[src/rtl/conv_sequencer.sv]
// conv_sequencer: single-FSM scheduler that loads x/f memories, sequences MAC reads and streams each 1-D convolution output
module conv_sequencer #(
  parameter int LENX   = 8,
  parameter int LENF   = 4,
  parameter int ADDR_X = 3,
  parameter int ADDR_F = 2
) (
  input  logic              clk,
  input  logic              reset,
  input  logic              s_valid_x,
  output logic              s_ready_x,
  input  logic              s_valid_f,
  output logic              s_ready_f,
  output logic [ADDR_X-1:0] addr_x,
  output logic              wr_en_x,
  output logic [ADDR_F-1:0] addr_f,
  output logic              wr_en_f,
  output logic              en_acc,
  output logic              clr_acc,
  output logic              m_valid_y,
  input  logic              m_ready_y,
  output logic              y_last,
  output logic              frame_done
);
  localparam int NOUT = LENX - LENF + 1;
  localparam int TW = LENF > 1 ? $clog2(LENF) : 1;
  localparam int OW = NOUT > 1 ? $clog2(NOUT) : 1;
  localparam int XL = LENX - 1;
  localparam int FL = LENF - 1;
  localparam int OL = NOUT - 1;
  localparam logic [ADDR_X:0] X_END = LENX[ADDR_X:0];
  localparam logic [ADDR_X:0] X_LAST = XL[ADDR_X:0];
  localparam logic [ADDR_F:0] F_END = LENF[ADDR_F:0];
  localparam logic [ADDR_F:0] F_LAST = FL[ADDR_F:0];
  localparam logic [TW-1:0] T_END = FL[TW-1:0];
  localparam logic [OW-1:0] O_END = OL[OW-1:0];
  typedef enum logic [1:0] {LOAD, COMPUTE, DRAIN, OUTPUT} state_t;
  state_t state, state_nx;
  logic [ADDR_X:0] x_cnt;
  logic [ADDR_F:0] f_cnt;
  logic [TW-1:0] tap;
  logic [OW-1:0] out_idx;
  logic x_full, f_full, y_hs;
  // a write landing on this edge counts as complete, so COMPUTE follows the last write directly
  assign x_full = x_cnt == X_END || (wr_en_x && x_cnt == X_LAST);
  assign f_full = f_cnt == F_END || (wr_en_f && f_cnt == F_LAST);
  assign y_hs = m_valid_y && m_ready_y;
  always_ff @(posedge clk or posedge reset)
    if (reset) state <= LOAD;
    else state <= state_nx;
  always_comb begin
    state_nx = state;
    case (state)
      LOAD:    state_nx = x_full && f_full ? COMPUTE : LOAD;
      COMPUTE: state_nx = tap == T_END ? DRAIN : COMPUTE;
      DRAIN:   state_nx = OUTPUT;
      default: state_nx = m_ready_y ? (y_last ? LOAD : COMPUTE) : OUTPUT;
    endcase
  end
  // outside LOAD the tap saturates at its last value, so addresses hold through DRAIN/OUTPUT
  always_comb begin
    s_ready_x = state == LOAD && x_cnt != X_END && !reset;
    s_ready_f = state == LOAD && f_cnt != F_END && !reset;
    wr_en_x = s_valid_x && s_ready_x;
    wr_en_f = s_valid_f && s_ready_f;
    addr_x = state == LOAD ? x_cnt[ADDR_X-1:0] : ADDR_X'(out_idx) + ADDR_X'(tap);
    addr_f = state == LOAD ? f_cnt[ADDR_F-1:0] : ADDR_F'(tap);
    m_valid_y = state == OUTPUT;
    y_last = m_valid_y && out_idx == O_END;
    clr_acc = state == LOAD || (m_valid_y && m_ready_y);
  end
  always_ff @(posedge clk or posedge reset)
    if (reset) begin
      x_cnt <= '0;
      f_cnt <= '0;
      tap <= '0;
      out_idx <= '0;
      en_acc <= 1'b0;
      frame_done <= 1'b0;
    end else begin
      en_acc <= state == COMPUTE;
      frame_done <= y_hs && y_last;
      if (wr_en_x) x_cnt <= x_cnt + 1'b1;
      if (wr_en_f) f_cnt <= f_cnt + 1'b1;
      if (state == COMPUTE && tap != T_END) tap <= tap + 1'b1;
      if (y_hs) begin
        tap <= '0;
        out_idx <= y_last ? '0 : out_idx + 1'b1;
        if (y_last) begin
          x_cnt <= '0;
          f_cnt <= '0;
        end
      end
    end
endmodule

[config.mk]
export PLATFORM = sky130hd
export DESIGN_NAME = conv_sequencer
export DESIGN_NICKNAME = d
export VERILOG_FILES = /design/src/rtl/conv_sequencer.sv
export SDC_FILE = /design/constraint.sdc
export NUM_CORES = 1
export LEC_CHECK = 0
export CORE_ASPECT_RATIO = 1.25
export CORE_MARGIN = 2
export CORE_UTILIZATION = 39
export CTS_CLUSTER_DIAMETER = 60
export CTS_CLUSTER_SIZE = 8
export DETAILED_ROUTE_END_ITERATION = 8
export GPL_ROUTABILITY_DRIVEN = 0
export GPL_TIMING_DRIVEN = 0
export PLACE_DENSITY = 0.64
export SYNTH_ARGS = -nofsm -noshare
export SYNTH_HDL_FRONTEND = slang
export SYNTH_SLANG_ARGS = --single-unit
[constraint.sdc]
create_clock -name clk -period 1.5 [get_ports clk]
set_input_delay 0.3 -clock clk [delete_from_list [all_inputs] [get_ports clk]]
set_output_delay 0.3 -clock clk [all_outputs]
set_load 0.05 [all_outputs]
After elaboration in Yosys (flattened, before gate mapping)
Cells that the tools add are included.
{ "word_totals": {"ff_bits": 16, "in_bits": 5, "out_inout_bits": 14, "word_cells": 59} }
{ "classes": {"add_sub_neg": 5, "n_eq_ne": 12, "n_mux": 16, "reduce_logical": 19} }
{ "ops": {"columns": ["op", "count"], "rows": [
  ["3-bit two-way mux", 5],
  ["1-bit logical AND", 13],
  ["4-bit two-way mux", 3],
  ["2-bit two-way mux", 5],
  ["3-bit by 1-bit adder with 3-bit output, second input constant", 2],
  ["2-bit == test, second input constant", 3],
  ["3-bit == test, second input constant", 2],
  ["2-bit case mux with 3 select lines", 1],
  ["4-bit by 1-bit adder with 4-bit output, second input constant", 1],
  ["4-bit by 3-bit == test with 1-bit output, second input constant", 1],
  ["4-bit == test, second input constant", 1],
  ["4-bit != test, second input constant", 1],
  ["3-bit by 2-bit adder with 3-bit output", 1],
  ["3-bit by 2-bit == test with 1-bit output, second input constant", 1],
  ["1-bit logical OR", 3],
  ["3-bit != test, second input constant", 1],
  ["2-bit by 1-bit adder with 2-bit output, second input constant", 1],
  ["2-bit by 1-bit == test with 1-bit output, second input constant", 1],
  ["2-bit logical NOT", 1],
  ["1-bit two-way mux", 2],
  ["2-bit != test, second input constant", 1],
  ["2-bit nonzero test", 1],
  ["1-bit logical NOT", 1]
]} }

Longest topological paths before layout
Gate-level depths: netlist of run 1.
{ "logic_depth": {"depth_word": 9, "depth_mapped": 5, "ltp_nobuf": 5} }

Worst setup path after synthesis of run 1
OpenSTA, ideal clock, no wires.
{ "synth_timing": {"path_kind": "register -> output", "startpoint": "register state[1]", "endpoint": "output addr_f[0]", "t_arrival_ps": 1998, "slack_ps": -798, "stages_incl_launch_ff": 4, "path_cell_list": "dfrtp_1 or2_2 clkbuf_1 o21ai_0"} }
{ "synth_via": {"elab_chain_len": 2} }
{ "synth_rtl": {"columns": ["item", "line", "rtl"], "rows": [
  ["start: declaration", "38", "state_t state, state_nx;"],
  ["start signal: assignment", "50", "else state <= state_nx;"],
  ["2-bit logical NOT", "67", "addr_f = state == LOAD ? f_cnt[ADDR_F-1:0] : ADDR_F'(tap);"],
  ["2-bit two-way mux", "67", null],
  ["end: declaration", "16", "output logic [ADDR_F-1:0] addr_f,"]
]} }
Every way passes these cells.

Worst setup path in the final report of run 1
{ "layout_timing": {"startpoint": "register tap[0]", "endpoint": "output addr_x[1]"} }
{ "layout_via": {"elab_chain_len": 2} }
{ "layout_rtl": {"columns": ["item", "line", "rtl"], "rows": [
  ["start: declaration", "41", "logic [TW-1:0] tap;"],
  ["start signal: assignment", "85", "if (state == COMPUTE && tap != T_END) tap <= tap + 1'b1;"],
  ["3-bit by 2-bit adder with 3-bit output", "66", "addr_x = state == LOAD ? x_cnt[ADDR_X-1:0] : ADDR_X'(out_idx) + ADDR_X'(tap);"],
  ["3-bit two-way mux", "66", null],
  ["end: declaration", "14", "output logic [ADDR_X-1:0] addr_x,"]
]} }
Every way passes these cells.

==> impl_metrics.json, run 1 <==
{
  "worstPathCellList": "ha_4 > inv_2 > fa_2 > a21oi_4 > buf_6",
  "synth-xor-area-share_pct": 0.8547,
  "grt_max_degree": 17,
  "synthToLayoutAreaGrowth_pct": 91.45,
  "max_freq_mhz": 491.6,
  "hold_viol": 0,
  "min_period_ns": 2.034,
  "yosys.area_share.simple_pct": 19.90,
  "dp_slack_ns": -1.299,
  "clk-insertion-delay-late_ns": 0.30,
  "wl_per_cell_um": 17.55,
  "critPathBufInv": 2,
  "grt_pass1_wl_um": 4657,
  "clk_pin_slew_ns": 0.11,
  "holdBufCountCts": 0,
  "fp-row-count": 20,
  "slowest_delay_ns": 0.45,
  "grt-ovfl-total": 0,
  "arrival_ns": 1.73,
  "crit_type": "reg -> out",
  "core_area_um2": 2477,
  "cts_tree": "built",
  "initialDrtViolationCount": 28,
  "startpoint_type": "flip-flop",
  "root_buffer": "clkbuf_4",
  "clock_tree.buffer_depth": 2,
  "syn_nets": 131,
  "synth_cells": 116,
  "routed_wl_um": 3509,
  "antenna_found_initial": 0,
  "timing.setup.tns_ns": -5.507,
  "synth_flop_cell": "dfrtp_1",
  "tightest_slew_ns": 0.6487,
  "seq_area_um2": 402.9,
  "io_pins": 19,
  "clock-sinks": 16,
  "h-tree-depth": 1,
  "synth_fa_ha_area_share_pct": 12.94,
  "grt_pass1_vias": 1003,
  "crit_fanout": 2,
  "cts_made_buffers": 3,
  "grt_use_met1_pct": 23.93,
  "io_buffers": 18,
  "drive_above_1_share_pct": 60.48,
  "met2_usage_pct": 38.67,
  "critPathTopFamily": "adder cells",
  "hold_class": "in -> async",
  "finClkSkew_ns": 0.002112,
  "synthMuxAreaShare_pct": 2.076,
  "synth-compound-area-share_pct": 19.54,
  "final_cell_mix": "buf_6 (19), buf_4 (15), dfrtp_1 (14), o21ai_0 (8), buf_8 (7)",
  "grt_use_total_pct": 20.36,
  "dp_hpwl_um": 1802,
  "die_w_um": 49.85,
  "relSlewSlack_pct": 56.71,
  "diodes": 0,
  "yosys_warnings": 0,
  "synth_top_family_by_area": "simple AND/OR/NAND/NOR gates",
  "required_ns": 1.20,
  "start_util_pct": 41.36,
  "dr.pass1.iters": 4,
  "fin_ws_ns": -0.5342,
  "detail-route-antenna-nets": 0,
  "layout.nets": 183,
  "ys_ff_latch": 16,
  "async_flop_share_pct": 100.0,
  "violations": "negative setup slack",
  "syn_area_um2": 1025,
  "die_y_um": 61.31,
  "syn_area_per_cell_um2": 8.834,
  "final_common_cell": "buf_6",
  "synth-edff-count": 0,
  "met3_usage_pct": 1.699,
  "drc_errors": 0,
  "multi_input_area_um2": 880.8,
  "dr_total_vias": 1142,
  "end_kind": "primary output",
  "outcome": "finished with violations",
  "rsz0062_at_grt": "true",
  "finalCritPeriodShare_pct": 135.6,
  "drv_slew": 0,
  "ys_seq_area_share_pct": 39.07,
  "viasPerCell": 5.710,
  "cap_viol_max_count": 0,
  "fillCellCount": 123,
  "cp_slowest_cell": "dfrtp_2",
  "die-area_um2": 3056,
  "final-setup-viol-count": 19,
  "busiest_layer": "met2",
  "yosysUniqueCellTypes": 31
}
-- final timing paths --
| check | from | endpoint | slack, ns | depth (start not counted) |
|---|---|---|---|---|
| setup reg to reg | x_cnt[1]$_DFF_PP0_ | x_cnt[2]$_DFF_PP0_ | -0.21 | 6 |
| hold reg to reg | out_idx[1]$_DFFE_PP0P_ | out_idx[1]$_DFFE_PP0P_ | 0.56 | 1 |
| hold / removal | reset | f_cnt[0]$_DFF_PP0_ | 0.23 | 2 |
| max in group asynchronous | reset | state[1]$_DFF_PP0_ | 0.81 | 2 |
| setup / recovery | tap[0]$_DFFE_PP0P_ | addr_x[1] | -0.53 | 5 |
| min in group clk | reset | x_cnt[1]$_DFF_PP0_ | 0.49 | 4 |
-- worst reg2reg max path, cell delays in order, from the launching register on --
cell     delay (ns)
dfrtp_1        0.42
inv_2          0.06
ha_4           0.15
and3b_2        0.25
buf_6          0.13
or4_4          0.49
a21oi_2        0.15
-- per-layer routing --
metal | vias to the layer above | routed length (um)
li1 | 507 | -
met3 | 15 | 122
met5 | - | 0
met4 | 0 | 141
met2 | 37 | 1865
met1 | 583 | 1379
-- cells by family (layout without fill, tap and decap cells) --
logic type / count (synthesis) / in the layout
AOI/OAI and AO/OA: 34 / 34
xor gates and xnor gates: 1 / 1
adders and majority gates: 10 / 10
buffers and inverters: 15 / 66
DFF: 16 / 16
muxes: 2 / 2
and+or+nand+nor: 38 / 38
-- synthesized netlist by cell type, drive strengths merged, types with 2 or more instances --
master   count  area [um2]
a21oi       12       60.06
nand3        7       35.03
inv         12       45.04
o2bb2ai      3       26.28
o21ai       13       65.06
nor2         8       30.03
nand2        8       30.03
nand3b       2       15.01
ha           9       112.6
clkbuf       2       7.510
dfrtp       16       400.4
a211oi       3       22.52
nor2b        3       18.77
-- registers in the layout, indices dropped and copies added (netlist names) --
signal	cells
out_idx	3
state	2
tap	2
frame_done	1
f_cnt	3
x_cnt	4
en_acc	1
-- through the flow --
stage / hold slack [ns] / instance area [um2] / utilization, % / std cells
global placement: 0.5215 / 1404 / 56.67 / 167
finish: 0.2325 / 1962 / 79.19 / 200
detailed placement: 0.5266 / 1404 / 56.67 / 167
global route: 0.3007 / 1962 / 79.19 / 200
floorplan: 0.2137 / 1182 / - / 116
CTS: 0.4609 / 1717 / 69.29 / 189
-- what timing repair did --
item                                    in CTS  in global routing
setup buffers                               17                 14
pin swaps                                    9                 25
endpoints found under the setup margin      22                 23
hold endpoints to repair                     0                  0
gates resized for setup                    120                 40
gates cloned                                 1                  0
-- final cells by class --
| type | count | share of cell area, % |
|---|---|---|
| tap | 33 | 2.105 |
| buffer | 3 | 2.806 |
| timing repair buffer | 47 | 25.38 |
| inverter | 12 | 2.423 |
| clock buffer | 4 | 1.849 |
| multi-input combinational | 85 | 44.90 |
| sequential | 16 | 20.54 |
Power of run 1 is left out: the tool's default activity adds up to more than one toggle a clock period on the data nets, which glitch-free logic cannot reach.
==> inputs of run 2 (changes only) <==
==> constraint.sdc (replaced) <==
create_clock -name clk -period 1.5 [get_ports clk]
set_input_delay 0.15 -clock clk [delete_from_list [all_inputs] [get_ports clk]]
set_output_delay 0.15 -clock clk [all_outputs]
set_load 0.05 [all_outputs]
==> run 2 against run 1 <==
  * The run still ends with negative setup slack left
  * Via count shrank 3.9%
  * Setup slack improved by 0.17 ns
  * First-iteration DRC count rose by 3.6%
  * Non-clock buffer count rose by 2
  * Final area decreased by 6.8%
  * Wire length is 11% lower
  * Clock skew about the same
  * Register-to-register slack improved by 0.14 ns
  * Fmax grew 9.2%
  * Clock-buffer cell count did not move
  * Sequential share of layout area up 1.5 points
  * Utilization shrank 5.4 points
  * Critical endpoint unchanged
  * Largest cell class unchanged
==> impl_metrics.json, run 2 (synthesis gave the netlist of run 1 again) <==
{
  "drive_above_1_share_pct": 53.85,
  "end_kind": "primary output",
  "start_util_pct": 41.36,
  "final_cell_mix": "buf_4 (25), dfrtp_1 (14), buf_6 (12), o21ai_0 (10), a21oi_1 (9)",
  "core_area_um2": 2477,
  "grt-ovfl-total": 0,
  "clock-sinks": 16,
  "arrival_ns": 1.71,
  "hold_slack_ns": 0.2553,
  "hold_viol": 0,
  "die_y_um": 61.31,
  "required_ns": 1.35,
  "fin_ws_ns": -0.3622,
  "synthToLayoutAreaGrowth_pct": 78.51,
  "dp_hpwl_um": 1827,
  "drv_slew": 0,
  "startpoint_type": "flip-flop",
  "max_freq_mhz": 537.0,
  "grt_pass1_wl_um": 4595,
  "clk_pin_slew_ns": 0.11,
  "initialDrtViolationCount": 29,
  "design_area_um2": 1829,
  "wl_per_cell_um": 15.52,
  "crit_type": "reg -> out",
  "cp_slowest_cell": "dfrtp_2",
  "rsz0062_at_grt": "true",
  "cts_tree": "built",
  "io_pins": 19,
  "grt_pass1_vias": 1015,
  "fillCellCount": 151,
  "finalCritPeriodShare_pct": 124.1,
  "rr_startpoint": "state[1]$_DFF_PP0_",
  "root_buffer": "clkbuf_4",
  "routed_wl_um": 3136,
  "top_regs": "x_cnt x4, f_cnt x3, out_idx x3",
  "hold_class": "in -> async",
  "worstPathCellList": "ha_4 > inv_2 > fa_2 > a21oi_4 > buf_6",
  "clk-insertion-delay-late_ns": 0.31,
  "holdBufCountCts": 0,
  "detail-route-antenna-nets": 0,
  "final_common_cell": "buf_4",
  "outcome": "finished with violations",
  "cts_made_buffers": 3,
  "diodes": 0,
  "grt_use_total_pct": 20.27,
  "finClkSkew_ns": 0.002238,
  "io_buffers": 18,
  "postPlaceCellArea_um2": 1348,
  "dr.pass1.iters": 4,
  "crit_start": "tap[0]$_DFFE_PP0P_",
  "die_w_um": 49.85,
  "cap_viol_max_count": 0,
  "drc_errors": 0,
  "layout.nets": 185,
  "slowest_delay_ns": 0.45,
  "clock_tree.buffer_depth": 2,
  "h-tree-depth": 1,
  "final-setup-viol-count": 13,
  "critPathBufInv": 2,
  "tightest_slew_ns": 0.6309,
  "regMostFlops": "x_cnt",
  "fp-row-count": 20,
  "dr_total_vias": 1098,
  "violations": "negative setup slack",
  "largest_reg_flops": 4,
  "crit_fanout": 2,
  "min_period_ns": 1.862,
  "viasPerCell": 5.436,
  "die-area_um2": 3056,
  "grt_max_degree": 17,
  "critPathTopFamily": "adder cells",
  "relSlewSlack_pct": 57.90,
  "antenna_found_initial": 0
}
-- run 2: cell types whose count changed in the layout (fill, tap and decap cells not counted), sizes merged --
| cell | before | now |
|---|---|---|
| clkdlybuf4s50 | 2 | 3 |
| buf | 42 | 43 |
-- run 2: layer usage --
| metal | wire length (um) | global-route usage [%] | up-vias |
|---|---|---|---|
| met5 | 0 | 0 | - |
| met4 | 113 | 11.90 | 0 |
| met3 | 95 | 1.942 | 11 |
| met2 | 1641 | 37.90 | 30 |
| met1 | 1285 | 22.77 | 541 |
| li1 | - | - | 516 |
-- run 2: worst reg2reg max path, delay by kind of cell, from the launching register on --
kind               cells  cell delay (ns)
AOI/OAI and AO/OA      1             0.14
and+or+nand+nor        2             0.90
DFF                    1             0.46
-- run 2: area by class of cell --
cell class	instances	area, um2	area share (%)
multi-input cells	85	785.8	42.95
plain buffers	3	60.06	3.283
clock buffers	4	36.28	1.984
inverters	12	45.04	2.462
repair buffers	49	457.9	25.03
well taps	33	41.29	2.257
flip-flops and latches	16	402.9	22.02
-- run 2: repair_timing --
item,4_1_cts,5_1_grt
endpoints found under the setup margin,22,16
endpoints found under the hold margin,0,0
setup buffers,14,17
pin swaps,10,10
cloned,1,0
gates resized for setup,119,20
-- run 2: worst paths after layout --
path,endpoint,slack [ns],cells past startpoint
worst max-delay path,addr_x[1],-0.36,5
worst min-delay path,frame_done$_DFF_PP0_,0.26,2
worst max register to register,x_cnt[3]$_DFF_PP0_,-0.07,3
worst min register to register,out_idx[1]$_DFFE_PP0P_,0.55,1
max in group asynchronous,state[1]$_DFF_PP0_,0.80,2
min in group clk,out_idx[1]$_DFFE_PP0P_,0.55,1
-- run 2: metrics by stage --
| step | util (%) | cells | worst slack, ns | TNS (ns) |
|---|---|---|---|---|
| 5_1_grt | 73.84 | 202 | -0.4033 | -2.778 |
| 3_5_place_dp | 54.39 | 167 | -0.9221 | -9.574 |
| 3_3_place_gp | 54.39 | 167 | -0.9055 | -9.235 |
| 2_1_floorplan | - | 116 | -0.09621 | -0.2826 |
| 4_1_cts | 66.41 | 186 | -0.3470 | -2.010 |
| 6_report | 73.84 | 202 | -0.3622 | -2.314 |
Power of run 2 is left out for the same reason.
